## src/rtl/spi_slave_rx.sv

```systemverilog
`default_nettype none
// ============================================================================
// Module   : spi_slave_rx
// Purpose  : Receive-only SPI slave; synchronised SCLK/MOSI/CS_n deserialised
//            into bytes, buffered in a FIFO, read over a 16-bit CPU word port.
// Revision : 1.0  initial release
// ============================================================================
module spi_slave_rx #(
    parameter int FIFO_DEPTH  = 4,
    parameter int SYNC_STAGES = 2
) (
    input  logic        clk,
    input  logic        rst,
    input  logic [15:0] datain,
    output logic [15:0] dataout,
    input  logic        wr_n,
    input  logic        rd_n,
    input  logic        sclk,
    input  logic        mosi,
    input  logic        cs_n,
    output logic        irq
);

    localparam int       AW         = $clog2(FIFO_DEPTH);
    localparam logic [AW:0] c_ptr_one = 1;

    logic [SYNC_STAGES-1:0] r_sclk_sync;
    logic [SYNC_STAGES-1:0] r_mosi_sync;
    logic [SYNC_STAGES-1:0] r_cs_sync;
    logic                   r_sclk_prev;
    logic                   r_armed;

    logic                   r_en;
    logic                   r_edge;
    logic                   r_ie;
    logic                   r_ovr;

    logic [2:0]             r_bcnt;
    logic [6:0]             r_sreg;

    logic [7:0]             r_mem [FIFO_DEPTH];
    logic [AW:0]            r_wr_ptr;
    logic [AW:0]            r_rd_ptr;

    logic [15:0]            r_dataout;
    logic                   r_irq;

    logic w_sclk_s, w_mosi_s, w_cs_s;
    logic w_rise, w_fall, w_sample;
    logic w_active;
    logic w_push, w_pop, w_flush, w_ovr_clr;
    logic w_empty, w_full;
    logic w_push_ok, w_ovr_set;
    logic [7:0] w_push_data;
    logic [7:0] w_head;
    logic w_unused_datain;

    assign w_sclk_s = r_sclk_sync[SYNC_STAGES-1];
    assign w_mosi_s = r_mosi_sync[SYNC_STAGES-1];
    assign w_cs_s   = r_cs_sync[SYNC_STAGES-1];

    assign w_rise   = w_sclk_s & ~r_sclk_prev;
    assign w_fall   = ~w_sclk_s & r_sclk_prev;
    assign w_sample = r_edge ? w_fall : w_rise;

    // r_armed blocks reception after reset until cs_n has been seen high once.
    assign w_active    = r_en & ~w_cs_s & r_armed;
    assign w_push      = w_active & w_sample & (r_bcnt == 3'd7);
    assign w_push_data = {r_sreg, w_mosi_s};

    assign w_empty = (r_wr_ptr == r_rd_ptr);
    assign w_full  = (r_wr_ptr[AW] != r_rd_ptr[AW]) &&
                     (r_wr_ptr[AW-1:0] == r_rd_ptr[AW-1:0]);

    assign w_flush   = ~wr_n & datain[7];
    assign w_ovr_clr = ~wr_n & datain[6];
    assign w_pop     = ~rd_n & ~w_empty;
    assign w_push_ok = w_push & (~w_full | w_pop) & ~w_flush;
    assign w_ovr_set = w_push & w_full & ~w_pop & ~w_flush;

    assign w_head = w_empty ? 8'h00 : r_mem[r_rd_ptr[AW-1:0]];

    assign w_unused_datain = ^{datain[15:8], datain[5:3]};

    always_ff @(posedge clk or posedge rst) begin
        if (rst) begin
            r_sclk_sync <= '0;
            r_mosi_sync <= '0;
            r_cs_sync   <= '0;
            r_sclk_prev <= 1'b0;
            r_armed     <= 1'b0;
        end else begin
            r_sclk_sync <= {r_sclk_sync[SYNC_STAGES-2:0], sclk};
            r_mosi_sync <= {r_mosi_sync[SYNC_STAGES-2:0], mosi};
            r_cs_sync   <= {r_cs_sync[SYNC_STAGES-2:0], cs_n};
            r_sclk_prev <= w_sclk_s;
            if (w_cs_s)
                r_armed <= 1'b1;
        end
    end

    always_ff @(posedge clk or posedge rst) begin
        if (rst) begin
            r_en   <= 1'b0;
            r_edge <= 1'b0;
            r_ie   <= 1'b0;
            r_ovr  <= 1'b0;
        end else begin
            if (!wr_n) begin
                r_en   <= datain[0];
                r_edge <= datain[1];
                r_ie   <= datain[2];
            end
            if (w_ovr_set)
                r_ovr <= 1'b1;
            else if (w_ovr_clr)
                r_ovr <= 1'b0;
        end
    end

    always_ff @(posedge clk or posedge rst) begin
        if (rst) begin
            r_bcnt <= 3'd0;
            r_sreg <= 7'd0;
        end else if (!w_active) begin
            r_bcnt <= 3'd0;
            r_sreg <= 7'd0;
        end else if (w_sample) begin
            r_sreg <= {r_sreg[5:0], w_mosi_s};
            r_bcnt <= r_bcnt + 3'd1;
        end
    end

    always_ff @(posedge clk or posedge rst) begin
        if (rst) begin
            for (int i = 0; i < FIFO_DEPTH; i++)
                r_mem[i] <= 8'h00;
            r_wr_ptr <= '0;
            r_rd_ptr <= '0;
        end else if (w_flush) begin
            r_rd_ptr <= r_wr_ptr;
        end else begin
            if (w_push_ok) begin
                r_mem[r_wr_ptr[AW-1:0]] <= w_push_data;
                r_wr_ptr <= r_wr_ptr + c_ptr_one;
            end
            if (w_pop)
                r_rd_ptr <= r_rd_ptr + c_ptr_one;
        end
    end

    // Status/data snapshot lags the FIFO state by one clk.
    always_ff @(posedge clk or posedge rst) begin
        if (rst) begin
            r_dataout <= 16'h0000;
            r_irq     <= 1'b0;
        end else begin
            r_dataout <= {w_head, (r_bcnt != 3'd0), ~w_cs_s, r_ovr, w_full,
                          ~w_empty, r_ie, r_edge, r_en};
            r_irq     <= r_ie & ~w_empty;
        end
    end

    assign dataout = r_dataout;
    assign irq     = r_irq;

endmodule
`default_nettype wire

```

## config.mk

```make
export PLATFORM = sky130hd
export DESIGN_NAME = spi_slave_rx
export DESIGN_NICKNAME = d
export VERILOG_FILES = /design/src/rtl/spi_slave_rx.sv
export SDC_FILE = /design/constraint.sdc
export NUM_CORES = 1
export LEC_CHECK = 0
export BUFFER_PORTS_ARGS = -buffer_cell sky130_fd_sc_hd__buf_2
export CAP_MARGIN = 15
export CORE_UTILIZATION = 45
export CTS_BUF_LIST = sky130_fd_sc_hd__clkbuf_8 sky130_fd_sc_hd__clkbuf_16
export DETAILED_ROUTE_END_ITERATION = 7
export GPL_TIMING_DRIVEN = 0
export MAX_ROUTING_LAYER = met4
export SYNTH_ARGS = -nofsm -noshare
export SYNTH_HDL_FRONTEND = slang
export SYNTH_SLANG_ARGS = --single-unit
```

## constraint.sdc

```tcl
create_clock -name clk -period 3 [get_ports clk]
set_input_delay 0.3 -clock clk [delete_from_list [all_inputs] [get_ports clk]]
set_output_delay 0.3 -clock clk [all_outputs]
set_load 0.01 [all_outputs]
```

Yosys cells after proc, flatten, opt, wreduce, memory -nomap -nowiden

Index checks and enable logic that the tools add are counted.

Bits in registers: 77
Bits in latches: 0
Bits in writable memories: 0
Memory bits (read-only): 0
Input port bits: 23
Output and inout port bits: 17
Memories: 0

Add/subtract/negate cells: 3
Multiply operators: 0
Div/mod/pow operators: 0
Magnitude comparators: 3
Equality and inequality tests: 5
Shift-type cells: 0
Mux-type cells: 16
Bitwise operators: 27
Reductions and logical operators: 6

Operators by type and width:

| cell                                                        | number |
|---|---|
| bitwise mux 32 bit                                          | 1 |
| 2-to-1 mux 8 bit                                            | 4 |
| binary-select mux 8 bit (select 2 bit)                      | 1 |
| demux 8 bit (select 2 bit)                                  | 1 |
| bitwise AND 1 bit                                           | 15 |
| 2-to-1 mux 7 bit                                            | 2 |
| 2-to-1 mux 3 bit                                            | 4 |
| adder 3 x 1 -> 3 bit (second input constant)                | 3 |
| inverter 1 bit                                              | 9 |
| >= comparator 3 bit (second input constant)                 | 2 |
| inverter 2 -> 3 bit                                         | 2 |
| nonzero test 2 bit                                          | 2 |
| equality test 3 bit                                         | 1 |
| equality test 3 bit (second input constant)                 | 1 |
| less-than comparator 3 x 1 -> 1 bit (second input constant) | 1 |
| 2-to-1 mux 1 bit                                            | 3 |
| nonzero test 3 bit                                          | 1 |
| equality test 2 bit                                         | 1 |
| logical AND 1 bit                                           | 2 |
| inequality test 2 bit (second input constant)               | 1 |
| AND reduction 2 bit                                         | 1 |
| inequality test 1 bit                                       | 1 |
| OR 1 bit                                                    | 1 |

Depth between registers and ports, before layout

Gate-level depths: netlist (run 1).

Depth in word-level cells: 9
Depth in mapped cells: 6
Depth with buffers taken out: 5

Worst setup path after synthesis (run 1)

No wires, ideal clock.

Kind: register -> register
Start: register r_wr_ptr[2]
End: register r_mem[10] in the netlist's numbering
Library setup time: 125 ps
Arrival time: 1,722 ps
Required time: 2,875 ps
Setup slack: 1,154 ps
Cell stages (with the launch flop): 5
Period minus slack after synthesis: 1,846 ps
Path through: dfrtp_1 xnor2_1 nor4b_4 nor3b_2 mux2_2

Word-level cells in the longest chain between the ends: 7
Elaborated cells on any way between the ends: 10
Classes of those cells: eq/ne (2); bitwise (6); reduce/logical (2)

Ends and longest elaborated chain:

| what                                                         | line   | source |
|---|---|---|
| start: declaration                                           | 42     | `logic [AW:0] r_wr_ptr;` |
| start signal: assignment                                     | 145    | `r_wr_ptr <= r_wr_ptr + c_ptr_one;` |
| equality test 3 bit or inequality test 1 bit (tied branches) | 71, 72 |  |
| inverter 1 bit or logical AND 1 bit (tied branches)          | 77, 72 |  |
| bitwise AND 1 bit or inverter 1 bit (tied branches)          | 77, 78 |  |
| OR 1 bit *                                                   | 78     | `assign w_push_ok = w_push & (~w_full \| w_pop) & ~w_flush;` |
| bitwise AND 1 bit * (2 in series)                            | 78     |  |
| AND reduction 2 bit (no source line) *                       | -      |  |
| end signal: indexed assignment                               | 144    | `r_mem[r_wr_ptr[AW-1:0]] <= w_push_data;` |
| end: declaration                                             | 41     | `logic [7:0] r_mem [FIFO_DEPTH];` |

Every way passes the cells marked *; elsewhere a longest branch is shown, timed or not.
A chain may end at the register's enable or synchronous reset.

Final worst setup path (run 1)

Ends and elaborated chain as after synthesis.

==> results of run 1 <==
[flip-flops by register name, summed over array words and instances, names as in the netlist, 2 cells and up]
name and count:
r_rd_ptr 3, r_cs_sync 2, r_mem 32, r_bcnt 3
r_sreg 7, r_wr_ptr 3, r_sclk_sync 2, r_mosi_sync 2
dataout 16
[power groups by stage]
stage               registers (mW)  logic, mW  clock network [mW]
finish                        1.12      0.399               0.934
global route                  1.13      0.439               0.998
CTS                           1.12      0.408               0.954
detailed placement            1.14      0.407                   0
global placement              1.14      0.393                   0
floorplan                     1.15      0.275                   0
[synth_stat cells, drive strengths merged, types with 5 or more instances]
cell type,n,share of area (%)
nor2,15,1.8
inv,9,1.1
mux2,36,13
ha,8,3.1
nor2b,9,1.8
xnor2,7,1.9
mux2i,10,3.1
dfrtp,77,61
nor3b,5,2.0
mux4,8,5.7
[cell type report]
type	instances	area, um^2	share of cell area [%]
Sequential cell	77	1927	51.78
Multi-Input combinational cell	119	1202	32.31
Timing Repair Buffer	30	177.7	4.775
Clock buffer	9	123.9	3.329
Tap cell	96	120.1	3.228
Clock inverter	7	115.1	3.093
Inverter	9	36.28	0.9751
Buffer	4	18.77	0.5044
[metal layers]
metal / vias up / global-route usage, %
met5: - / -
met4: 0 / 8.636
met3: 8 / 3.176
met2: 25 / 24.46
met1: 874 / 25.35
li1: 809 / -
[through the flow]
stage / setup TNS [ns] / setup WS [ns] / util, % / power, mW
finish: 0 / 0.7607 / 54.77 / 2.451
global route: 0 / 0.5860 / 54.77 / 2.564
CTS: 0 / 0.7517 / 54.77 / 2.481
detailed placement: 0 / 0.7659 / 51.11 / 1.546
global placement: -16.99 / -0.2244 / 50.66 / 1.532
floorplan: 0 / 0.7333 / - / 1.422
[logic make-up (layout without fill, tap and decap cells)]
kind of cell | after synthesis | count (layout) | synth area share [%]
buffers and inverters | 13 | 59 | 1.651
adder cells (fa/ha/maj) | 8 | 8 | 3.146
AND/OR/NAND/NOR | 39 | 39 | 8.258
multiplexers | 54 | 54 | 21.55
XOR/XNOR | 10 | 10 | 2.753
AO/OA/AOI/OAI | 8 | 8 | 2.084
flip-flops | 77 | 77 | 60.56
[worst register-to-register path: cells and delay by family (launching register included)]
family / cells / cell delay, ns
flops: 1 / 0.42
xor+xnor: 1 / 0.45
mux: 1 / 0.41
simple gates: 2 / 0.85
[final timing paths]
| kind | start | to | slack, ns | cells after the start |
|---|---|---|---|---|
| min | mosi | r_mosi_sync[0]$_DFF_PP0_ | 0.06 | 1 |
| max reg2reg | r_wr_ptr[2]$_DFFE_PP0P_ | r_mem[10]$_DFFE_PP0P_ | 0.76 | 4 |
| max in group asynchronous | rst | r_ovr$_DFFE_PP0P_ | 1.99 | 4 |
| min in group asynchronous | rst | r_bcnt[0]$_DFFE_PP0P_ | 0.44 | 3 |
| min reg2reg | r_cs_sync[0]$_DFF_PP0_ | r_cs_sync[1]$_DFF_PP0_ | 0.35 | 0 |
| max | r_wr_ptr[2]$_DFFE_PP0P_ | r_mem[10]$_DFFE_PP0P_ | 0.76 | 4 |
[cells in the final DEF (no fill, tap or decap), drive strengths merged, types with 3 or more instances in the layout]
cell,Yosys,final
dfrtp,77,77
mux2,36,36
buf,3,32
nor2,15,15
mux2i,10,10
inv,9,10
clkbuf,1,10
nor2b,9,9
mux4,8,8
ha,8,8
xnor2,7,7
nor3b,5,5
xor2,3,3
a21oi,3,3
bufinv,0,3
==> impl_metrics.py, run 1 <==
metrics = {
    "sta": {
        "fin_crit_sh_pct": 74.64,
        "fin_crit_ns": 2.239,
        "slew_headroom_pct": 46.77,
        "fmax_mhz": 446.6,
        "hold_violations": 0,
        "grt_setup_unrepaired": "false",
        "drv_slew": 0,
        "hold_slack_ns": 0.06215,
        "fin_worst_skew_ns": 0.007300,
        "finalSetupViolCount": 0,
        "worstMarginPinSlew_ns": 0.7950,
    },
    "flow_run": {
        "cap_violations": 0,
    },
    "floorplan": {
        "die_h_um": 86.09,
        "dieArea_mm2": 0.007411,
        "start_util_pct": 46.83,
        "ioPinCount": 40,
        "rows": 30,
        "core_mm2": 0.006794,
        "die_w_um": 86.09,
    },
    "clock_tree": {
        "cts_hold_buf": 1,
        "cts_htree_levels": 3,
        "cts_made_buffers": 9,
        "clock_path_buffers": 2,
        "clock_latency_ns": 0.34,
        "postCtsSetupRepairBufs": 0,
        "clk_pin_slew_ns": 0.08,
        "cts_sinks": 77,
        "cts_resized": 0,
        "cts_tree": "built",
        "clock-root-buffer": "clkbuf_8",
    },
    "power": {
        "leakagePower_nw": 1.848,
        "switching_power_mw": 0.6557,
        "cellPowerDensity_mw_per_mm2": 658.6,
        "ir_drop_uv": 253.9,
        "comb_power_share_pct": 16.3,
        "p_int_mw": 1.795,
        "p_sw_share_pct": 26.76,
        "p_clk_share_pct": 38.1,
        "pwr-share-seq_pct": 45.6,
    },
    "global_routing": {
        "grt_max_degree": 59,
        "antenna_found_initial": 0,
        "grt_pass1_vias": 1725,
        "grt_pass1_wl_mm": 9.273,
        "grt_usage_pct": 17.75,
        "grt_overflow": 0,
    },
    "drt": {
        "drt_iter0_markers": 98,
        "drcViolationCount": 0,
        "wl_met2_mm": 2.492,
        "final_antenna_net_count": 0,
        "met1_length_mm": 2.803,
        "first_pass_iters": 4,
        "viasPerCell": 4.889,
        "top_layer": "met4",
        "post_drt_wl_per_cell_um": 15.74,
        "routed-via-count": 1716,
        "wl_mm": 5.526,
        "wl_met3_um": 123,
    },
    "synthesis": {
        "synth_ff_type": "dfrtp_1",
        "synth_cells": 209,
        "seq_area_frac_synth_pct": 60.56,
        "synth_warnings": 0,
        "synthesis.area_mm2": 0.003182,
        "ys_ff_latch": 77,
        "syn_nets": 240,
        "synth_edf_count": 0,
        "synth.avg_cell_area_um2": 15.22,
        "synthArstFlopShare_pct": 100.0,
        "synth_cell_type_count": 30,
    },
    "placement": {
        "dpl.cell_count": 334,
        "port_buffers": 28,
        "place.gp.congestion": 0.7125,
        "dpl_cell_area_mm2": 0.003472,
        "place_hpwl_mm": 3.399,
    },
    "layout": {
        "area_delta_synth_final_pct": 16.95,
        "instances_no_fill": 351,
        "num_antenna_cells": 0,
        "nets": 281,
        "fin_area_mm2": 0.003721,
        "layout-drive-gt1-share_pct": 40.00,
        "fill_cells": 569,
    },
    "worst_setup_path": {
        "slowest_stage": "nor3b_2",
        "crit_arrival_ns": 2.47,
        "crit_chain": "xnor2_1, nor4b_4, nor3b_2, mux2_2",
        "cp.required_ns": 3.23,
        "slowest_delay_ns": 0.70,
        "start_kind": "flop",
        "path_buf_inv": 0,
        "path_class": "flop to flop",
        "crit_family": "simple AND/OR/NAND/NOR gates",
        "end_kind": "flop",
        "cp_max_fo": 8,
    },
    "worst_hold_path": {
        "hp-class": "primary input to flop",
    },
    "run_status": {
        "outcome": "finished, final reports clean",
    },
}
(Power assumes the default switching activity.)
==> inputs of run 2 (changes only) <==
ABC_AREA = 1   (was default)
PLACE_DENSITY = 0.67   (was default)
clock period = 2 ns   (was 3 ns; I/O delays follow)
==> run 2 against run 1 <==
Against the previous run: synthesized area is 8.7% higher; power is 52% higher; register-to-register slack worse by 0.60 ns; die area is 8.5% higher; sequential power is 52% higher; sequential share of layout area is 3.8 points lower; critical path type unchanged; critical endpoint is now r_mem[28]$_DFFE_PP0P_; largest cell class unchanged; largest power group unchanged.
==> impl_metrics.py, run 2 <==
metrics = {
    "worst_setup_path": {
        "regToRegSetupSlack_ns": 0.16,
        "end_kind": "flop",
        "cp_max_fo": 9,
        "crit_chain": "inv_1, ha_1, clkbuf_1, nand3_1, nand2_1, nand2_1",
        "cp.required_ns": 2.23,
        "slowest_stage": "dfrtp_1",
        "path_class": "flop to flop",
        "crit_arrival_ns": 2.07,
        "start_kind": "flop",
        "slowest_delay_ns": 0.48,
        "crit_top_cell": "nand2_1",
    },
    "clock_tree": {
        "clk_pin_slew_ns": 0.07,
        "cts_made_buffers": 9,
        "clock_path_buffers": 2,
        "cts_resized": 0,
        "clock_latency_ns": 0.35,
        "postCtsSetupRepairBufs": 0,
        "cts_htree_levels": 3,
        "cts_sinks": 77,
        "cts_hold_buf": 4,
        "cts_tree": "built",
        "clock-root-buffer": "clkbuf_8",
    },
    "power": {
        "ir_drop_uv": 377.2,
        "cellPowerDensity_mw_per_mm2": 930.2,
        "leakagePower_nw": 2.153,
    },
    "sta": {
        "worstMarginPinSlew_ns": 0.6498,
        "fin_crit_sh_pct": 92.09,
        "setup_tns_ns": 0,
        "fin_crit_ns": 1.842,
        "hold_violations": 0,
        "grt_setup_unrepaired": "false",
        "fmax_mhz": 543.0,
        "finalSetupViolCount": 0,
        "drv_slew": 0,
        "fin_worst_skew_ns": 0.01219,
        "slew_headroom_pct": 56.59,
    },
    "placement": {
        "place_hpwl_mm": 4.900,
        "place.gp.congestion": 0.7956,
        "dpl.cell_count": 484,
        "port_buffers": 28,
    },
    "floorplan": {
        "dieArea_mm2": 0.008043,
        "start_util_pct": 47.19,
        "ioPinCount": 40,
        "rows": 31,
        "die_w_um": 89.68,
        "core_mm2": 0.007331,
        "die_h_um": 89.68,
    },
    "layout": {
        "layout-drive-gt1-share_pct": 18.32,
        "instances_no_fill": 503,
        "mostFrequentLayoutCells": "117 x nand2_1, 77 x dfrtp_1, 33 x nand4_1, 32 x buf_2, 28 x inv_1",
        "largest_register_ff_count": 32,
        "area_delta_synth_final_pct": 16.02,
        "nets": 431,
        "final_common_cell": "nand2_1",
        "regMostFlops": "r_mem",
        "num_antenna_cells": 0,
    },
    "drt": {
        "drcViolationCount": 0,
        "routed-via-count": 2555,
        "final_antenna_net_count": 0,
        "first_pass_iters": 4,
        "post_drt_wl_per_cell_um": 13.77,
        "wl_mm": 6.928,
        "drt_iter0_markers": 142,
        "viasPerCell": 5.080,
    },
    "synthesis": {
        "synth_warnings": 0,
        "synth_edf_count": 0,
        "yosys.area.top_type": "dfrtp_1",
        "synthesis.area_mm2": 0.003460,
        "synth_cell_type_count": 25,
        "synth_ff_type": "dfrtp_1",
        "synthArstFlopShare_pct": 100.0,
        "synthTopCellsByArea": "dfrtp_1 56%, nand2_1 13%, nand4_1 6.0%, inv_1 3.0%, ha_1 2.9%",
        "seq_area_frac_synth_pct": 55.70,
        "synth_top_cell_area_share_pct": 55.70,
        "synth.avg_cell_area_um2": 9.745,
        "yosys-top-cells-count": "117 x nand2_1, 77 x dfrtp_1, 33 x nand4_1",
        "ys_ff_latch": 77,
        "synth_cells": 355,
        "post-synth-top-count-cell": "nand2_1",
        "syn_nets": 386,
    },
    "run_status": {
        "outcome": "finished, final reports clean",
    },
    "worst_hold_path": {
        "hp-class": "primary input to flop",
    },
    "global_routing": {
        "grt_pass1_wl_mm": 11.66,
        "antenna_found_initial": 0,
        "grt_max_degree": 31,
        "grt_usage_pct": 20.29,
        "grt_pass1_vias": 2423,
        "grt_overflow": 0,
    },
    "flow_run": {
        "cap_violations": 0,
    },
}
[run 2: cell types whose count changed after synthesis, sizes merged, moves of 9 or more]
| cell | change |
|---|---|
| buf | +10 |
| inv | +23 |
| mux2 | -36 |
| nand2 | +119 |
| nand3 | +11 |
| nand4 | +34 |
| nor2b | -9 |
| o21ai | +16 |
| o22ai | +14 |
[run 2: kinds of logic after synthesis]
logic type	Yosys count	share of synthesized area, %
compound gates	32	5.136
mux	8	2.315
flops	77	55.70
xor+xnor	2	1.049
buf+inv	50	8.210
simple gates	178	24.70
fa+ha+maj	8	2.893
[run 2: layout make-up]
| cell class | instances | area, um^2 |
|---|---|---|
| fillers | 660 | 3317 |
| multi-input cells | 228 | 1249 |
| plain buffers | 18 | 163.9 |
| repair buffers | 34 | 227.7 |
| flip-flops and latches | 77 | 1927 |
| well taps | 99 | 123.9 |
| clock inverters | 4 | 47.55 |
| inverters | 32 | 123.9 |
| clock buffers | 11 | 151.4 |
[run 2: metrics by stage]
| step | hold WS, ns | util [%] | cell area [um^2] | power, mW | worst slack, ns |
|---|---|---|---|---|---|
| floorplan | 0.2314 | - | 3463 | 2.349 | 0.5844 |
| global placement | 0.3074 | 50.84 | 3727 | 2.555 | 0.1662 |
| detailed placement | 0.3093 | 51.49 | 3775 | 2.587 | 0.1520 |
| CTS | 0.04241 | 54.75 | 4014 | 3.773 | 0.1396 |
| global route | 0.05026 | 54.75 | 4014 | 3.963 | 0.001171 |
| finish | 0.05327 | 54.75 | 4014 | 3.734 | 0.1583 |
[run 2: final timing paths]
| path | start | to | cells after the start |
|---|---|---|---|
| max in group asynchronous | rst | r_bcnt[1]$_DFFE_PP0P_ | 4 |
| min in group asynchronous | rst | r_rd_ptr[1]$_DFFE_PP0P_ | 3 |
| worst max register to register | r_wr_ptr[1]$_DFFE_PP0P_ | r_mem[28]$_DFFE_PP0P_ | 6 |
| worst min-delay path | datain[0] | r_en$_DFFE_PP0N_ | 3 |
| worst min register to register | r_sclk_sync[0]$_DFF_PP0_ | r_sclk_sync[1]$_DFF_PP0_ | 0 |
| worst max-delay path | r_wr_ptr[1]$_DFFE_PP0P_ | r_mem[28]$_DFFE_PP0P_ | 6 |
[run 2: routing by layer]
metal / GRT usage, % / vias to the layer above / wire, um
li1: - / 1263 / -
met1: 27.04 / 1233 / 3376
met2: 29.61 / 49 / 3149
met3: 4.479 / 10 / 304
met4: 9.235 / 0 / 98
met5: - / - / 0
[run 2: power breakdown]
part / internal, mW / switching [mW]
Combinational: 0.329 / 0.524
Clock: 0.636 / 0.544
Sequential: 1.66 / 0.0447
[run 2: critical path, delay by kind of cell, from the launching register on]
family                   cells  cell delay (ns)
AND/OR/NAND/NOR              3             0.60
buffers and inverters        2             0.49
flip-flops                   1             0.48
adder cells (fa/ha/maj)      1             0.15
